$ cat src/rtl/dmem_port_ctrl_if.sv
// Request/response and data-memory signal bundle for dmem_port_ctrl.
// slave = the controller, master = the cores plus the data memory.
interface dmem_port_ctrl_if #(
    parameter int TAM = 16
);
    logic           reqValid0, reqValid1;
    logic           reqWrite0, reqWrite1;
    logic [TAM-1:0] reqAddr0, reqAddr1;
    logic [TAM-1:0] reqData0, reqData1;
    logic           reqReady0, reqReady1;
    logic           rspValid0, rspValid1;
    logic [TAM-1:0] rspData0, rspData1;
    logic [1:0]     errFlag;
    logic [TAM-1:0] dataADDR0, dataADDR1;
    logic [TAM-1:0] dataIN0, dataIN1;
    logic [1:0]     dataLoad, dataWrite;
    logic [TAM-1:0] dataOUT0, dataOUT1;

    modport slave (
        input  reqValid0, reqValid1, reqWrite0, reqWrite1,
        input  reqAddr0, reqAddr1, reqData0, reqData1,
        input  dataOUT0, dataOUT1,
        output reqReady0, reqReady1, rspValid0, rspValid1,
        output rspData0, rspData1, errFlag,
        output dataADDR0, dataADDR1, dataIN0, dataIN1, dataLoad, dataWrite
    );

    modport master (
        output reqValid0, reqValid1, reqWrite0, reqWrite1,
        output reqAddr0, reqAddr1, reqData0, reqData1,
        output dataOUT0, dataOUT1,
        input  reqReady0, reqReady1, rspValid0, rspValid1,
        input  rspData0, rspData1, errFlag,
        input  dataADDR0, dataADDR1, dataIN0, dataIN1, dataLoad, dataWrite
    );
endinterface

$ cat src/rtl/dmem_port_ctrl.sv
// Two-core front end for the data memory: serialises shared-region writes with rotating priority.
// Optional out-of-range address trapping is enabled by defining DMEM_RANGE_CHECK_EN.
module dmem_port_ctrl #(
    parameter int TAM  = 16,
    parameter int Lmem = 8
) (
    input logic             clk,
    input logic             rst,
    dmem_port_ctrl_if.slave bus
);
    logic [1:0]     valid, write, ready, oor;
    logic [1:0]     in_shared, wr_shared, ld_shared, hazard;
    logic [TAM-1:0] addr  [2];
    logic [TAM-1:0] wdata [2];
    logic [TAM-1:0] rdata [2];
    logic           conflict, low_match, prio;

    logic [1:0]     load_p1, write_p1, oor_ld_p1, err_p1;
    logic [TAM-1:0] addr_p1 [2];
    logic [TAM-1:0] din_p1  [2];
    logic [1:0]     rsp_vld_p2;
    logic [TAM-1:0] rsp_p2  [2];

    assign valid    = {bus.reqValid1, bus.reqValid0};
    assign write    = {bus.reqWrite1, bus.reqWrite0};
    assign addr[0]  = bus.reqAddr0;
    assign addr[1]  = bus.reqAddr1;
    assign wdata[0] = bus.reqData0;
    assign wdata[1] = bus.reqData1;
    assign rdata[0] = bus.dataOUT0;
    assign rdata[1] = bus.dataOUT1;

`ifdef DMEM_RANGE_CHECK_EN
    assign oor[0] = |addr[0][TAM-1:Lmem+1];
    assign oor[1] = |addr[1][TAM-1:Lmem+1];
`else
    assign oor = 2'b00;
`endif

    // Trapped requests never reach the memory, so they take no part in arbitration.
    assign in_shared = {addr[1][Lmem], addr[0][Lmem]} & ~oor;
    assign wr_shared = valid & write & in_shared;
    assign ld_shared = valid & ~write & in_shared;
    assign low_match = (addr[0][Lmem-1:0] == addr[1][Lmem-1:0]);
    assign conflict  = &wr_shared;
    assign hazard[0] = ld_shared[0] & wr_shared[1] & low_match;
    assign hazard[1] = ld_shared[1] & wr_shared[0] & low_match;

    assign ready[0] = valid[0] & ~(conflict & prio)  & ~hazard[0];
    assign ready[1] = valid[1] & ~(conflict & ~prio) & ~hazard[1];

    always_ff @(posedge clk or negedge rst) begin
        if (!rst) begin
            prio       <= 1'b0;
            load_p1    <= 2'b00;
            write_p1   <= 2'b00;
            oor_ld_p1  <= 2'b00;
            err_p1     <= 2'b00;
            rsp_vld_p2 <= 2'b00;
            for (int i = 0; i < 2; i++) begin
                addr_p1[i] <= '0;
                din_p1[i]  <= '0;
                rsp_p2[i]  <= '0;
            end
        end else begin
            // Priority hands over to whichever core was just held back.
            if (conflict)       prio <= ~prio;
            else if (hazard[0]) prio <= 1'b0;
            else if (hazard[1]) prio <= 1'b1;

            for (int i = 0; i < 2; i++) begin
                // Stage p1: memory strobes, address and write data
                load_p1[i]   <= ready[i] & ~write[i] & ~oor[i];
                write_p1[i]  <= ready[i] &  write[i] & ~oor[i];
                oor_ld_p1[i] <= ready[i] & ~write[i] &  oor[i];
                if (ready[i]) begin
                    addr_p1[i] <= addr[i];
                    din_p1[i]  <= wdata[i];
                end
                if (ready[i] & oor[i]) err_p1[i] <= 1'b1;

                // Stage p2: load data captured after the memory's falling-edge read
                rsp_vld_p2[i] <= load_p1[i] | oor_ld_p1[i];
                if (load_p1[i])        rsp_p2[i] <= rdata[i];
                else if (oor_ld_p1[i]) rsp_p2[i] <= '1;
            end
        end
    end

    assign bus.reqReady0 = ready[0];
    assign bus.reqReady1 = ready[1];
    assign bus.dataLoad  = load_p1;
    assign bus.dataWrite = write_p1;
    assign bus.dataADDR0 = addr_p1[0];
    assign bus.dataADDR1 = addr_p1[1];
    assign bus.dataIN0   = din_p1[0];
    assign bus.dataIN1   = din_p1[1];
    assign bus.rspValid0 = rsp_vld_p2[0];
    assign bus.rspValid1 = rsp_vld_p2[1];
    assign bus.rspData0  = rsp_p2[0];
    assign bus.rspData1  = rsp_p2[1];
    assign bus.errFlag   = err_p1;
endmodule
$ cat src/flat_wrapper.sv
// flat-port wrapper written by rule: the top's interface ports become plain ports
module dmem_port_ctrl_flat 
#(
    parameter int TAM  = 16,
    parameter int Lmem = 8
)
  (clk, rst, bus_reqValid0, bus_reqValid1, bus_reqWrite0, bus_reqWrite1, bus_reqAddr0, bus_reqAddr1, bus_reqData0, bus_reqData1, bus_dataOUT0, bus_dataOUT1, bus_reqReady0, bus_reqReady1, bus_rspValid0, bus_rspValid1, bus_rspData0, bus_rspData1, bus_errFlag, bus_dataADDR0, bus_dataADDR1, bus_dataIN0, bus_dataIN1, bus_dataLoad, bus_dataWrite);
  dmem_port_ctrl_if #(.TAM(TAM)) bus_i ();
  input logic clk;
  input logic rst;
  input wire logic [$bits(bus_i.reqValid0)-1:0] bus_reqValid0;
  input wire logic [$bits(bus_i.reqValid1)-1:0] bus_reqValid1;
  input wire logic [$bits(bus_i.reqWrite0)-1:0] bus_reqWrite0;
  input wire logic [$bits(bus_i.reqWrite1)-1:0] bus_reqWrite1;
  input wire logic [$bits(bus_i.reqAddr0)-1:0] bus_reqAddr0;
  input wire logic [$bits(bus_i.reqAddr1)-1:0] bus_reqAddr1;
  input wire logic [$bits(bus_i.reqData0)-1:0] bus_reqData0;
  input wire logic [$bits(bus_i.reqData1)-1:0] bus_reqData1;
  input wire logic [$bits(bus_i.dataOUT0)-1:0] bus_dataOUT0;
  input wire logic [$bits(bus_i.dataOUT1)-1:0] bus_dataOUT1;
  output wire logic [$bits(bus_i.reqReady0)-1:0] bus_reqReady0;
  output wire logic [$bits(bus_i.reqReady1)-1:0] bus_reqReady1;
  output wire logic [$bits(bus_i.rspValid0)-1:0] bus_rspValid0;
  output wire logic [$bits(bus_i.rspValid1)-1:0] bus_rspValid1;
  output wire logic [$bits(bus_i.rspData0)-1:0] bus_rspData0;
  output wire logic [$bits(bus_i.rspData1)-1:0] bus_rspData1;
  output wire logic [$bits(bus_i.errFlag)-1:0] bus_errFlag;
  output wire logic [$bits(bus_i.dataADDR0)-1:0] bus_dataADDR0;
  output wire logic [$bits(bus_i.dataADDR1)-1:0] bus_dataADDR1;
  output wire logic [$bits(bus_i.dataIN0)-1:0] bus_dataIN0;
  output wire logic [$bits(bus_i.dataIN1)-1:0] bus_dataIN1;
  output wire logic [$bits(bus_i.dataLoad)-1:0] bus_dataLoad;
  output wire logic [$bits(bus_i.dataWrite)-1:0] bus_dataWrite;
  assign bus_i.reqValid0 = bus_reqValid0;
  assign bus_i.reqValid1 = bus_reqValid1;
  assign bus_i.reqWrite0 = bus_reqWrite0;
  assign bus_i.reqWrite1 = bus_reqWrite1;
  assign bus_i.reqAddr0 = bus_reqAddr0;
  assign bus_i.reqAddr1 = bus_reqAddr1;
  assign bus_i.reqData0 = bus_reqData0;
  assign bus_i.reqData1 = bus_reqData1;
  assign bus_i.dataOUT0 = bus_dataOUT0;
  assign bus_i.dataOUT1 = bus_dataOUT1;
  assign bus_reqReady0 = bus_i.reqReady0;
  assign bus_reqReady1 = bus_i.reqReady1;
  assign bus_rspValid0 = bus_i.rspValid0;
  assign bus_rspValid1 = bus_i.rspValid1;
  assign bus_rspData0 = bus_i.rspData0;
  assign bus_rspData1 = bus_i.rspData1;
  assign bus_errFlag = bus_i.errFlag;
  assign bus_dataADDR0 = bus_i.dataADDR0;
  assign bus_dataADDR1 = bus_i.dataADDR1;
  assign bus_dataIN0 = bus_i.dataIN0;
  assign bus_dataIN1 = bus_i.dataIN1;
  assign bus_dataLoad = bus_i.dataLoad;
  assign bus_dataWrite = bus_i.dataWrite;
  dmem_port_ctrl #(.TAM(TAM), .Lmem(Lmem)) u_core (.clk(clk), .rst(rst), .bus(bus_i));
endmodule
$ cat config.mk
export PLATFORM = sky130hd
export DESIGN_NAME = dmem_port_ctrl_flat
export DESIGN_NICKNAME = d
export VERILOG_FILES = /design/src/rtl/dmem_port_ctrl_if.sv /design/src/rtl/dmem_port_ctrl.sv /design/src/flat_wrapper.sv
export SDC_FILE = /design/constraint.sdc
export NUM_CORES = 1
export LEC_CHECK = 0
export BUFFER_PORTS_ARGS = -buffer_cell sky130_fd_sc_hd__buf_2
export CORE_AREA = 3 3 101 127
export CTS_BUF_LIST = sky130_fd_sc_hd__clkbuf_8
export DETAILED_ROUTE_END_ITERATION = 8
export DIE_AREA = 0 0 104 130
export GPL_TIMING_DRIVEN = 0
export PLACE_DENSITY_LB_ADDON = 0.05
export SLEW_MARGIN = 30
export SYNTH_ARGS = -nofsm -noshare
export SYNTH_HDL_FRONTEND = slang
export SYNTH_SLANG_ARGS = --single-unit
export TNS_END_PERCENT = 30
$ cat constraint.sdc
create_clock -name clk -period 1.82 [get_ports clk]
set_input_delay 0.273 -clock clk [delete_from_list [all_inputs] [get_ports clk]]
set_output_delay 0.273 -clock clk [all_outputs]
set_load 0.01 [all_outputs]
==> results.md, run 1 <==
- Initial Util: 46.0%
- Worst-Skew Late Latency: 380 ps
- Violated checks: negative setup slack
- Filler cells: 1,054
- Area Overhead vs Synth: 33.8%
- Dpl hpwl: 11.5 mm
- Setup violators final: 3
- Worst path required time: 1550 ps
- Synth top area cells: dfrtp_1 48%, a211oi_1 9.1%, mux2_2 7.3%, mux2_1 6.1%, a2111oi_0 5.2%
- Peak fanout along the critical path: 2
- DR iter-0 viols: 354
- Vias in the first global route: 5,330
- Status: finished, violations left
- IR drop worst, VDD: 0.453 mV
- Detailed route wirelength on metal2: 8.02 mm
- Core ar.: 0.0117 mm2
- Sw Ratio: 31.9%
- Yosys reg bits: 103
- Clk buf depth: 2
- Worst hold-check path type: in2reg
- Avg Vias per Cell: 5.76
- Worst setup EP type: output port
- RePlAce Congestion: 0.827
- Die Wd: 104 um
- Layout Skew: 10.6 ps
- DR pass1 iterations: 7
- Sequential share of power: 49.8%
- Setup WS post-layout: -131 ps
- Vias post-DR: 5,100
- Post-route ant nets: 0
- Port Buffers: 204
- Num rows: 44
- Startpoint Class: register
- Dpl ws: -592 ps
- Cell repeated most along the worst path: buf_6
- Post-synth top flop: dfrtp_1
- DR DRC count: 0
- Mapped Area: 0.00537 mm2
- Top routing layer in use: met4
- Cell Pwr Density: 752 mW/mm2
- IO Pins: 208
- Reg area: 0.00258 mm2
- Slowest CP cell: dfrtp_1
- Critical path cell sequence: and3_4 -> a21o_1 -> buf_6 -> clkbuf_16 -> a31oi_4 -> buf_6
- Footprint of the multi-input gates: 0.00255 mm2
- First-pass GRT wire length: 26.2 mm
- Fin crit share: 107%
- CP delay by family, top: flip-flops
- Async S/R FF share, synth: 100%
- Critical Path AT: 1680 ps
- Overall global routing resource usage: 23.8%
- CTS tree: done
- Power, Total: 5.40 mW
- Commonest non-fill, non-tap cell in the layout: buf_2
- Clock power frac: 25.5%
- CP bufs+invs: 3
- Setup repair after global routing missed its margin: yes
- Num Clock Sinks: 103
- # diodes: 0
- Final net count: 822
- Leak: 3.12 nW
- Setup tns final: -231 ps
- Avg Inst Size Synth: 11.1 um2
- Yosys warns: 0
- Combinational cell fraction of total power: 24.7%
- Most frequent cells in the layout: 201 x buf_2, 103 x dfrtp_1, 56 x a211oi_1
- Fmax: 513 MHz
- Die height: 130 um
- Final Max Tran Viols: 0
- Net Sw Power: 1.72 mW
- Largest net degree at the start of global routing: 60
- Initial antenna violation count: 0
- Root Driver: clkbuf_8
- Gr ovfl total: 0
- Post-Syn Instances: 486
- Synth top area share: 48.0%
- Max Cap Violations: 0
- DR WL/cell: 18.5 um
- Yosys top cell by area: dfrtp_1
- CTS H-tree depth: 3
- Sequential share of the synthesized area: 48.0%
- M1 WL: 6.80 mm
- Slew headroom: 60.3%
- Netlist cell types: 28
- Total Wirelength: 16.4 mm
- Die area: 0.0135 mm2
- Fraction of layout cells with a size suffix above 1: 43.9%
- Shortest period the worst path allows: 1950 ps
- Worst-Margin Slew: 581 ps
- Met3 WL: 1.29 mm
- Setup CP Type: reg2out
- Post-synth EDFFs: 0
- Max incr delay on CP: 400 ps
- P_int: 3.68 mW
- Number of buffers created by CTS: 9
- Fin. Hold Viols: 0
- Clock transition at path regs: 110 ps
[power groups by stage]
stage / clock network, mW / registers, mW / logic [mW]
6_report: 1.38 / 2.69 / 1.33
5_1_grt: 1.49 / 2.73 / 1.45
4_1_cts: 1.42 / 2.69 / 1.30
3_5_place_dp: 0 / 2.73 / 1.25
3_3_place_gp: 0 / 2.72 / 1.21
2_1_floorplan: 0 / 2.85 / 0.523
[per-stage QoR]
step                hold slack (ps)  cells  cell area, um2  util [%]
finish                         95.8    885            7190      61.6
global route                   85.2    885            7190      61.6
CTS                            84.6    880            7040      60.3
detailed placement              220    853            6630      56.8
global placement                391    852            6600      56.6
floorplan                     -22.6    487            5380         -
[synthesized netlist by cell type, types with 2 or more instances]
| cell type | instances |
|---|---|
| dfrtp_1 | 103 |
| a211oi_1 | 65 |
| clkbuf_1 | 50 |
| inv_1 | 37 |
| mux2_2 | 35 |
| nand4_1 | 34 |
| nor2b_1 | 33 |
| a2111oi_0 | 32 |
| mux2_1 | 29 |
| o311ai_0 | 27 |
| xor2_1 | 8 |
| buf_2 | 6 |
| o311ai_1 | 6 |
| a31oi_1 | 2 |
| and2_1 | 2 |
| and4_1 | 2 |
| buf_4 | 2 |
| nor2_1 | 2 |
| nor4_4 | 2 |
[final timing paths]
kind                            cells past startpoint  slack, ps                endpoint                    from
worst max-delay path                                6       -130           bus_reqReady0             u_core.prio
worst min-delay path                                2        100  u_core.bus.dataIN1[13]        bus_reqData1[13]
worst max register to register                      6        -10  u_core.bus.dataIN0[12]             u_core.prio
worst min register to register                      0        420    u_core.rsp_vld_p2[0]  u_core.bus.dataLoad[0]
max in group asynchronous                           3        790   u_core.bus.dataIN0[3]                     rst
min in group asynchronous                           2        370  u_core.bus.rspData0[8]                     rst
[repair_timing]
action	in CTS	in global routing
pin swaps	7	3
buffers inserted	13	5
endpoints found under the setup margin	64	63
hold buffers	1	0
resized for setup	29	73
hold endpoints to repair	44	0
[cells by family (layout without fill, tap and decap cells)]
logic type | count (synthesis) | count (layout) | synth area share (%)
AO/OA/AOI/OAI | 136 | 136 | 20.6
XOR/XNOR | 8 | 8 | 1.30
buffers and inverters | 96 | 333 | 6.99
flip-flops | 103 | 103 | 48.0
multiplexers | 64 | 64 | 13.4
other | 1 | 2 | 0.0698
AND/OR/NAND/NOR | 78 | 78 | 9.64
[sequential cells by signal, summed over array words and instances, names as in the netlist]
signal	flops
u_core.bus.dataADDR0	16
u_core.bus.dataADDR1	16
u_core.bus.dataIN0	16
u_core.bus.dataIN1	16
u_core.bus.rspData0	16
u_core.bus.rspData1	16
u_core.bus.dataLoad	2
u_core.bus.dataWrite	2
u_core.rsp_vld_p2	2
u_core.prio	1
[per-layer routing]
metal | global-route usage (%) | up-vias
met2 | 40.9 | 264
met4 | 10.3 | 0
met3 | 5.54 | 21
li1 | - | 2342
met5 | 0 | -
met1 | 29.1 | 2473
[cell type report]
type	instances	area share, %
sequential	103	35.9
multi-input combinational	288	35.4
timing repair buffer	224	17.0
buffer	57	4.58
tap	161	2.80
inverter	37	1.93
clock buffer	9	1.72
clock inverter	6	0.714
(Power assumes the default switching activity.)
==> run 2: changes to the inputs <==
Settings changed: CORE_AREA 3 3 101 127 to 3 3 96 121, DIE_AREA 0 0 104 130 to 0 0 99 124.
Clock period 1.82 ns to 1.8 ns, I/O delays scaled along.
==> run 2 against run 1 <==
  * The run still ends with negative setup slack left
  * Final area grew 0.35%
  * Setup slack got worse by 35 ps
  * Die area shrank 9.2%
  * Sequential cell count unchanged
  * Combinational power is 3% higher
  * Sequential share of layout area shrank 0.12 points
  * Count of clock-buffer cells in the layout is 1 higher
  * Power up 2.3%
  * Highest routed layer is now met5
==> results.md, run 2 (synthesized netlist as in run 1, its figures left out) <==
- Most frequent cells in the layout: 203 x buf_2, 103 x dfrtp_1, 54 x a211oi_1
- P_int: 3.78 mW
- Vias post-DR: 5,161
- Sequential share of power: 49.3%
- Setup repair after global routing missed its margin: yes
- Clock power frac: 26.0%
- Fraction of layout cells with a size suffix above 1: 44.9%
- DR iter-0 viols: 323
- Peak fanout along the critical path: 10
- Setup tns final: -244 ps
- Num Clock Sinks: 103
- Initial Util: 50.9%
- Port Buffers: 204
- Startpoint Class: input port
- Placed cell count: 824
- Final hold slack: 96.2 ps
- Fin crit share: 109%
- Sw Ratio: 31.7%
- Worst-Margin Slew: 676 ps
- Area Overhead vs Synth: 34.2%
- Setup violators final: 3
- Fmax: 509 MHz
- Root Driver: clkbuf_8
- Dpl hpwl: 11.0 mm
- Net Sw Power: 1.75 mW
- First-pass GRT wire length: 24.9 mm
- Setup CP Type: in2out
- Combinational cell fraction of total power: 24.7%
- Gr ovfl total: 0
- Top routing layer in use: met5
- IR drop worst, VDD: 0.372 mV
- Worst setup EP type: output port
- Layout Skew: 12.5 ps
- Met3 WL: 1.46 mm
- Hold wc startpoint: bus_reqData1[8]
- Num rows: 42
- Final Non-Filler Cells: 855
- Critical Path AT: 1700 ps
- Number of buffers created by CTS: 9
- Initial antenna violation count: 2
- Overall global routing resource usage: 24.9%
- Leak: 3.12 nW
- Status: finished, violations left
- Critical path origin: bus_reqAddr1[1]
- Vias in the first global route: 5,126
- RePlAce Congestion: 0.822
- DR WL/cell: 18.6 um
- Worst path required time: 1530 ps
- Avg Vias per Cell: 6.04
- Commonest non-fill, non-tap cell in the layout: buf_2
- Violated checks: negative setup slack
- Die Wd: 99 um
- Final net count: 819
- CTS H-tree depth: 3
- Cell Pwr Density: 766 mW/mm2
- Worst-Skew Late Latency: 380 ps
- Final Max Tran Viols: 0
- Core ar.: 0.0106 mm2
- Total Wirelength: 15.9 mm
- CTS tree: done
- IO Pins: 208
- Finished Core Util: 68.3%
- Fin. Hold Viols: 0
- DR pass1 iterations: 5
- Post-route ant nets: 0
- Clk buf depth: 2
- Detailed route wirelength on metal2: 7.94 mm
- DR DRC count: 0
- Die area: 0.0123 mm2
- Setup WS post-layout: -165 ps
- Shortest period the worst path allows: 1970 ps
- Max Cap Violations: 0
- Largest net degree at the start of global routing: 70
- Die height: 124 um
- Clock transition at path regs: 120 ps
- RR Startpoint: u_core.prio
- Slew headroom: 53.8%
- Worst hold-check path type: in2reg
- M1 WL: 6.15 mm
## run 2: changes by cell type in the layout (fill, tap and decap cells not counted), moves of 2 or more
cell       delta
a2111oi_1     -4
a2111oi_2     +5
a211oi_1      -2
a211oi_2      +2
buf_2         +2
buf_4         -7
o311ai_0      -7
o311ai_1      +7
xor2_1        -3
xor2_2        +3
## run 2: final timing paths
check,end,slack (ps),cells past startpoint
setup / recovery,bus_reqReady0,-170,9
hold / removal,u_core.bus.dataIN1[8],100,2
setup reg to reg,u_core.bus.dataIN0[4],-10,7
hold reg to reg,u_core.rsp_vld_p2[1],430,0
max in group asynchronous,u_core.bus.dataADDR0[2],770,3
min in group asynchronous,u_core.bus.rspData0[13],350,2
## run 2: layout make-up
type / instances / area, um2
antenna: 1 / 2.50
buffer: 57 / 335
clock buffer: 10 / 138
clock inverter: 6 / 50.0
fill: 865 / 3350
inverter: 37 / 139
multi-input combinational: 288 / 2610
sequential: 103 / 2580
tap: 132 / 165
timing repair buffer: 221 / 1200
## run 2: power by group through the flow
stage	Combinational (mW)	Sequential, mW	Clock [mW]
after global placement	1.22	2.75	0
after CTS	1.31	2.72	1.46
final	1.37	2.72	1.44
after floorplan	0.529	2.88	0
after global routing	1.49	2.76	1.54
after detailed placement	1.25	2.76	0
## run 2: timing repair
item                                    4_1_cts  5_1_grt
resized for setup                            34       87
hold buffers                                  1        0
endpoints found under the setup margin       65       54
endpoints found under the hold margin        34        0
pin swaps                                     4        8
setup buffers                                13        2
## run 2: metrics by stage
stage	setup WS [ps]	total power, mW	cell area [um2]
finish	-165	5.53	7210
global route	-224	5.79	7210
CTS	-168	5.48	6990
detailed placement	-538	4.02	6600
global placement	-695	3.97	6560
floorplan	19.8	3.41	5380
## run 2: critical path: stages
cell and delay (ps):
buf_2 130, xor2_2 190, nor4_4 260, buf_4 150, and2_1 140, buf_6 140
clkbuf_16 160, a31oi_4 90, buf_6 160
## run 2: per-layer routing
| layer | track usage, % | up-vias |
|---|---|---|
| met3 | 5.99 | 37 |
| met5 | 0 | - |
| li1 | - | 2337 |
| met2 | 41.9 | 288 |
| met4 | 9.99 | 2 |
| met1 | 30.9 | 2497 |
==> run 3: changes to the inputs <==
Settings changed: PLACE_DENSITY set to 0.82, PLACE_DENSITY_LB_ADDON 0.05 to not set.
Clock period 1.8 ns to 2 ns, I/O delays scaled along.
==> run 3 against run 2 <==
  * The flow now finishes without violations
  * Critical path type unchanged
  * Global-route usage up 0.86 points
  * Sequential share of layout area up 1.4 points
  * Via count down 0.14%
  * Combinational power down 15%
  * Sequential power down 9.6%
  * Clock skew down 1.7 ps
  * Final cell count down 1.2%
  * Core utilization down 2.6 points
  * Worst hold slack better by 38 ps
  * Critical path depth down 1
  * Count of clock-buffer cells in the layout unchanged
  * Largest power group unchanged
  * Final area down 3.8%
  * Highest routed layer is now met4
==> results.md, run 3 (synthesized netlist as in run 1, its figures left out) <==
- Fraction of layout cells with a size suffix above 1: 39.2%
- Filler cells: 863
- Vias in the first global route: 5,231
- First-pass GRT wire length: 25.4 mm
- Port Buffers: 204
- Max incr delay on CP: 370 ps
- Area Overhead vs Synth: 29.2%
- DR DRC count: 0
- Initial antenna violation count: 1
- IR drop worst, VDD: 0.430 mV
- Critical path cell sequence: buf_2 -> xor2_1 -> nor4_4 -> and2_0 -> buf_4 -> clkbuf_8 -> a31oi_1 -> buf_2
- Worst-Skew Late Latency: 370 ps
- Overall global routing resource usage: 25.8%
- CP bufs+invs: 4
- Die area: 0.0123 mm2
- CP delay by family, top: buffers and inverters
- Setup WS post-layout: 39.3 ps
- CTS tree: done
- Root Driver: clkbuf_8
- Worst setup EP type: output port
- DR iter-0 viols: 355
- Design Area, Final: 0.00694 mm2
- Gr ovfl total: 0
- Setup violators final: 0
- Clk buf depth: 2
- Peak fanout along the critical path: 10
- Most frequent cells in the layout: 206 x buf_2, 103 x dfrtp_1, 65 x a211oi_1
- Worst path required time: 1700 ps
- Num Clock Sinks: 103
- Status: finished clean
- Cells on worst reg2reg path: 6
- Largest net degree at the start of global routing: 66
- Core ar.: 0.0106 mm2
- Commonest non-fill, non-tap cell in the layout: buf_2
- Layout Skew: 10.8 ps
- Slowest CP cell: nor4_4
- Startpoint Class: input port
- Vias post-DR: 5,154
- Cell Pwr Density: 736 mW/mm2
- RR Startpoint: u_core.prio
- Critical Path AT: 1660 ps
- Reg-to-reg endpoint: u_core.bus.dataIN0[14]
- Leak: 2.99 nW
- Worst-Margin Slew: 603 ps
- Num rows: 42
- Dpl hpwl: 12.0 mm
- Fin. Hold Viols: 0
- Initial Util: 50.9%
- Final net count: 809
- Fmax: 510 MHz
- Critical path origin: bus_reqAddr1[3]
- CTS H-tree depth: 3
- Die Wd: 99 um
- Worst path depth: 8
- Max Cap Violations: 0
- Clock transition at path regs: 110 ps
- Dpl ws: -609 ps
- Placed Area: 0.00660 mm2
- Total Wirelength: 16.4 mm
- Post-route ant nets: 0
- Setup CP Type: in2out
- Number of buffers created by CTS: 9
- IO Pins: 208
- Avg Vias per Cell: 6.10
- Setup repair after global routing missed its margin: yes
- Die height: 124 um
- Worst Setup EP: bus_reqReady0
- Shortest period the worst path allows: 1960 ps
- Flop2flop setup slack: 80 ps
- Worst hold-check path type: in2reg
- Cell repeated most along the worst path: buf_2
- DR pass1 iterations: 5
- RePlAce Congestion: 0.854
- Final Max Tran Viols: 0
- DR WL/cell: 19.4 um
- Slew headroom: 58.7%
- Fin crit share: 98.0%
-- run 3: cell types whose count changed in the layout (fill, tap and decap cells not counted), moves of 8 or more --
cell	change
a211oi_1	+11
a2111oi_0	+11
o311ai_0	+25
a211oi_2	-11
buf_4	-9
clkbuf_1	+11
clkbuf_2	-8
a2111oi_2	-8
o311ai_1	-25
-- run 3: what timing repair did --
action / CTS / global route
resized for setup: 17 / 6
hold buffers: 1 / 0
setup endpoints to repair: 17 / 4
pin swaps: 4 / 3
endpoints found under the hold margin: 38 / 0
buffers inserted: 6 / 0
-- run 3: final cells by class --
cell class	instances	area (um2)	share of cell area, %
repair buffers	212	1120	16.1
well taps	132	165	2.38
inverters	37	139	2.00
flip-flops and latches	103	2580	37.1
clock inverters	6	92.6	1.33
diodes	1	2.50	0.0361
plain buffers	56	256	3.70
clock buffers	10	138	1.98
multi-input cells	288	2450	35.3
-- run 3: power breakdown --
group | internal, mW | leakage [nW] | switching, mW
clock | 0.751 | 0.120 | 0.741
sequential | 2.32 | 1.18 | 0.138
combinational | 0.522 | 1.69 | 0.639
-- run 3: worst min path at each step --
stage / start / endpoint / slack (ps) / cells past startpoint
floorplan: rst / u_core.bus.dataADDR0[0] / 4 / 0
detailed placement: rst / u_core.bus.rspData0[14] / 230 / 1
finish: bus_reqData1[4] / u_core.bus.dataIN1[4] / 130 / 2
CTS: bus_reqData1[11] / u_core.bus.dataIN1[11] / 120 / 2
global route: bus_reqData1[11] / u_core.bus.dataIN1[11] / 130 / 2
global placement: u_core.bus.dataLoad[0] / u_core.rsp_vld_p2[0] / 380 / 0
-- run 3: routing by layer --
layer	vias to the layer above	routed length (um)	GRT usage (%)	part of all wire, %
met5	-	0	0	0
li1	2316	-	-	-
met4	0	494	12.6	3.0
met1	2494	6130	30.9	37
met2	295	8580	45.1	52
met3	49	1220	4.03	7.4
-- run 3: per-stage QoR --
stage	setup TNS, ps	cells	hold WS, ps	util (%)	total power, mW
3_5_place_dp	-21280	824	231	62.4	3.63
5_1_grt	-7.84	845	131	65.7	5.35
2_1_floorplan	0	487	4.41	-	3.07
4_1_cts	0	844	123	65.5	5.15
3_3_place_gp	-58440	823	381	62.1	3.57
6_report	0	845	134	65.7	5.11
-- run 3: worst register-to-register path, delay by kind of cell, from the launching register on --
kind                   cells  cell delay [ps]
AOI/OAI and AO/OA          3              730
buffers and inverters      2              430
DFF                        1              410
and+or+nand+nor            1              200
